==> src/rtl/down_counter_3_bit.sv <==
// Cascadable 3-bit down counter with parallel load, programmable reload on
// underflow, a combinational borrow-out and a registered underflow pulse.
module down_counter_3_bit (
    input  logic       clk,
    input  logic       reset,
    input  logic       count,
    input  logic       load,
    input  logic [2:0] din,
    input  logic       reload_en,
    output logic [2:0] out,
    output logic       next,
    output logic       tick
);

    localparam int unsigned W = 3;

    logic [W-1:0] rld;
    logic         at_zero;
    logic [W-1:0] underflow_val;

    assign at_zero = (out == W'(0));

    // Borrow-out is suppressed by load and by reset so a cascade never sees a stale borrow.
    assign next = count & ~load & ~reset & at_zero;

    // reload_en is consulted only here, i.e. at the underflow edge.
    assign underflow_val = reload_en ? rld : {W{1'b1}};

    always_ff @(posedge clk) begin
        if (reset) begin
            out  <= W'(0);
            rld  <= W'(0);
            tick <= 1'b0;
        end else begin
            tick <= next;
            if (load) begin
                out <= din;
                rld <= din;
            end else if (count) begin
                if (at_zero) begin
                    out <= underflow_val;
                end else begin
                    out <= out - W'(1);
                end
            end
        end
    end

endmodule

==> config.mk <==
export PLATFORM = sky130hd
export DESIGN_NAME = down_counter_3_bit
export DESIGN_NICKNAME = d
export VERILOG_FILES = /design/src/rtl/down_counter_3_bit.sv
export SDC_FILE = /design/constraint.sdc
export NUM_CORES = 1
export LEC_CHECK = 0
export ABC_AREA = 1
export ABC_CLOCK_PERIOD_IN_PS = 1500
export BUFFER_PORTS_ARGS = -buffer_cell sky130_fd_sc_hd__buf_2
export CAP_MARGIN = 30
export CORE_AREA = 10 10 47 49
export DETAILED_ROUTE_END_ITERATION = 8
export DIE_AREA = 0 0 57 59
export PLACE_DENSITY = 0.54
export SLEW_MARGIN = 20
export SYNTH_ARGS = -nofsm -noshare
export SYNTH_HDL_FRONTEND = slang
export SYNTH_SLANG_ARGS = --single-unit
==> constraint.sdc <==
create_clock -name clk -period 1.5 [get_ports clk]
set_input_delay 0.075 -clock clk [delete_from_list [all_inputs] [get_ports clk]]
set_output_delay 0.075 -clock clk [all_outputs]
set_load 0.005 [all_outputs]
# Yosys cells after proc, flatten, opt, wreduce, memory -nomap -nowiden
# Index checks and enable logic that the tools add are counted.
# W data, S select, Z words.
# classes
add_sub_neg	1
muxes	4
bitwise	5
n_reduce_logical	2
# ops
operator	count
$mux W3	4
$and A1 B1 Y1	3
$logic_not A3 Y1	1
$sub A3 B1 Y3 const B	1
$not A1 Y1	2
$reduce_bool A2 Y1	1
# word_totals
ff_bits	7
input_bits	8
out_inout_bits	5
word_cells	15

# Logic depth before layout (Yosys ltp)
# depth
ltp_word	4
ltp_mapped	7
ltp_nobuf	7

# Worst setup path before layout
# OpenSTA, ideal clock, no wires.
# synth_timing
path_kind	reg-to-reg
start	register out[0]
end	register out[0]
setup_ps	131
arrival_ps	915
required_ps	1369
path_slack_ps	454
path_stages_with_launch	7
n_path_buf	0
synth_period_minus_slack_ps	1046
cell_sequence	dfxtp_1 > inv_1 > ha_1 > nand2_1 > nand2_1 > nand3_1 > a21oi_1
# synth_via
elab_chain_cells	4
elab_cells_between_ends	5
classes_between	add/sub (1); mux (3); reduce/logical (1)
# synth_rtl
item	line	rtl
start: declaration	10	output logic [2:0] out,
start signal: assignment	37	out <= din;
start signal: assignment	41	out <= underflow_val;
start signal: assignment	43	out <= out - W'(1);
$sub A3 B1 Y3 / $logic_not A3 Y1 (equally long branches)	43, 21	
$mux W3 (*)	40	if (at_zero) begin
$mux W3 (*)	39	end else if (count) begin
$mux W3 (*)	36	if (load) begin
# Every way passes the cells marked *; elsewhere a longest branch is shown, timed or not. The select of a mux whose other input is x is not followed.
# A chain may end at the register's enable or synchronous reset.

# Worst setup path in the final report
# layout_timing
start	register out[0]
end	output next
# layout_via
elab_chain_cells	2
# layout_rtl
item	line	rtl
$logic_not A3 Y1	21	assign at_zero = (out == W'(0));
$and A1 B1 Y1	24	assign next = count & ~load & ~reset & at_zero;
end: declaration	11	output logic next,
# Every way passes these cells.

==> out/results.ini <==
[synthesis]
ys_seq_area_frac = 0.386
syn_avg_cell_area_um2 = 6.85
synth_top_area_share = 0.386
synth_area_leaders = dfxtp_1, nand2_1, a21oi_1, ha_1, inv_1
syn-cell-area_um2 = 363
syn_inst = 53
yosys.area.top_type = dfxtp_1
syn-num-nets = 63
yosys_warnings = 0
ys_seq_elements = 7
synth_cell_types = 14

[worst_setup_path]
slowest_stage = dfxtp_1
cp_max_fo = 5
cp-start-kind = flop
critPathMaxStageDelay_ps = 320
cpLargestDelayFamily = flip-flops
crit_buf_inv = 2
crit_type = reg2out
cp.arrival_ps = 1250
path_cells = inv_1 -> ha_1 -> nand2_1 -> nor3_1 -> buf_2
critPathCaptureType = primary output
required_ps = 1420

[hold_path]
hold_class = in2reg

[timing]
worstMarginPinSlew_ps = 225
max_freq_ghz = 0.754
setup_tns_ps = 0
finalCritPeriodShare = 0.885
hold_viol = 0
finalSetupViolations = 0
hold-worst-slack_ps = 91.9
period_minus_slack_ps = 1330
clock-skew-final_ps = 3.19
rsz0062_at_grt = false
maxSlewViolCount = 0
relSlewSlack = 0.849

[drt]
wl_um = 853
drc_errors = 0
postRouteAntennaNets = 0
wire_per_inst_um = 10.2
drtIter0Drc = 8
first_pass_iters = 3
vias = 364
viasPerCell = 4.33

[clocking]
post_cts_buffers = 0
clockRootBuffer = clkbuf_4
cts_resized = 0
clock-sinks = 7
clockBufferDepth = 2
htree_num_levels = 1
clk_latency_ps = 250
clkTransAtPathRegs_ps = 50
cts_tree = yes
numCtsBuffers = 3
cts_hold_buffers = 0

[global_route]
overflow = 0
grt_max_degree = 10
antenna_found_initial = 0
grt_pass1_vias = 353
grtUsageTotal = 0.0558
grt_pass1_wl_um = 1450

[cells_and_area]
diodes = 0
area_growth_pct = 28.3
final_layout_size_suffix_gt1_frac = 0.265
fillers = 164
nNetsFinal = 79

[floorplanning]
initial_core_util = 0.259
dieHeight_um = 59
ios = 13
design.die.area_um2 = 3360
row_count = 14
core_area_um2 = 1400
die_x_um = 57

[placed_design]
port_buffers = 12
gp_congestion = 0.793
detailed_place_hpwl_um = 709

[flow_run]
cap_violations = 0

[outcome]
status = complete, no violations

[pwr]
p_per_area_nw_per_um2 = 998
peakVddDrop_uv = 483
p_leak_nw = 0.234

-- final timing paths --
check                 startpoint                   to  slack [ps]  cells after the start
max          out[0]$_SDFFE_PP0P_                 next         170                      5
min                       din[1]  rld[1]$_SDFFE_PP0P_          90                      3
max reg2reg  out[0]$_SDFFE_PP0P_  out[1]$_SDFFE_PP0P_         390                      6
min reg2reg  rld[1]$_SDFFE_PP0P_  rld[1]$_SDFFE_PP0P_         460                      2
-- layout make-up --
| type | count | area (um^2) | area share |
|---|---|---|---|
| clock buffers | 4 | 26.3 | 0.0565 |
| inverters | 7 | 26.3 | 0.0565 |
| repair buffers | 12 | 60.1 | 0.129 |
| multi-input cells | 38 | 193 | 0.414 |
| flip-flops and latches | 7 | 140 | 0.301 |
| well taps | 16 | 20.0 | 0.0430 |
-- report_power, final --
group          switching, mW  internal (mW)  leakage, nW
combinational         0.0495         0.0357        0.162
sequential           0.00884          0.199       0.0578
clock                 0.0704          0.102       0.0150
total                  0.129          0.336        0.234
-- routing by layer --
metal,wire length [um],GRT usage,part of all wire
met1,352,0.0596,0.41
met2,388,0.0698,0.45
met3,112,0.0601,0.13
met4,0,0.0201,0
met5,0,0,0
-- synthesized netlist by cell type --
cell	n
o21ai_2	1
a21o_1	1
nor2_1	6
nand2_2	1
a21oi_1	5
dfxtp_1	7
a21boi_0	2
clkbuf_1	1
nand3_1	3
ha_1	2
nor3_1	3
inv_1	6
nand2_1	14
inv_2	1
-- registers in the layout, summed over array words and instances, names as in the netlist --
register	count
out	3
rld	3
tick	1
-- worst reg2reg max path: cells and delay by family (launching register included) --
family	cells	cell delay [ps]
AND/OR/NAND/NOR	3	310
AO/OA/AOI/OAI	1	60
buffers and inverters	1	70
adder cells (fa/ha/maj)	1	200
flip-flops	1	350
-- layout by cell type (no fill, tap or decap), drive strengths merged --
master and instances:
o21ai 1, clkbuf 4, nand3 3, a21oi 5, nor3 3, ha 2
a21o 1, inv 7, a21boi 2, dfxtp 7, buf 12, nand2 15
nor2 6
-- stage by stage --
stage | cell area, um^2 | utilization | power, mW | setup WS [ps] | cells
after floorplan | 363 | - | 0.266 | 454 | 53
after global placement | 439 | 0.313 | 0.298 | 394 | 80
after detailed placement | 439 | 0.313 | 0.298 | 396 | 80
after CTS | 465 | 0.332 | 0.471 | 161 | 84
after global routing | 465 | 0.332 | 0.497 | 68.7 | 84
final | 465 | 0.332 | 0.465 | 173 | 84
-- kinds of logic after synthesis --
| kind of cell | after synthesis | synth area share |
|---|---|---|
| AOI/OAI and AO/OA | 9 | 0.155 |
| adders and majority gates | 2 | 0.0690 |
| buffers and inverters | 8 | 0.0827 |
| DFF | 7 | 0.386 |
| and+or+nand+nor | 27 | 0.307 |
(Power assumes the default switching activity.)
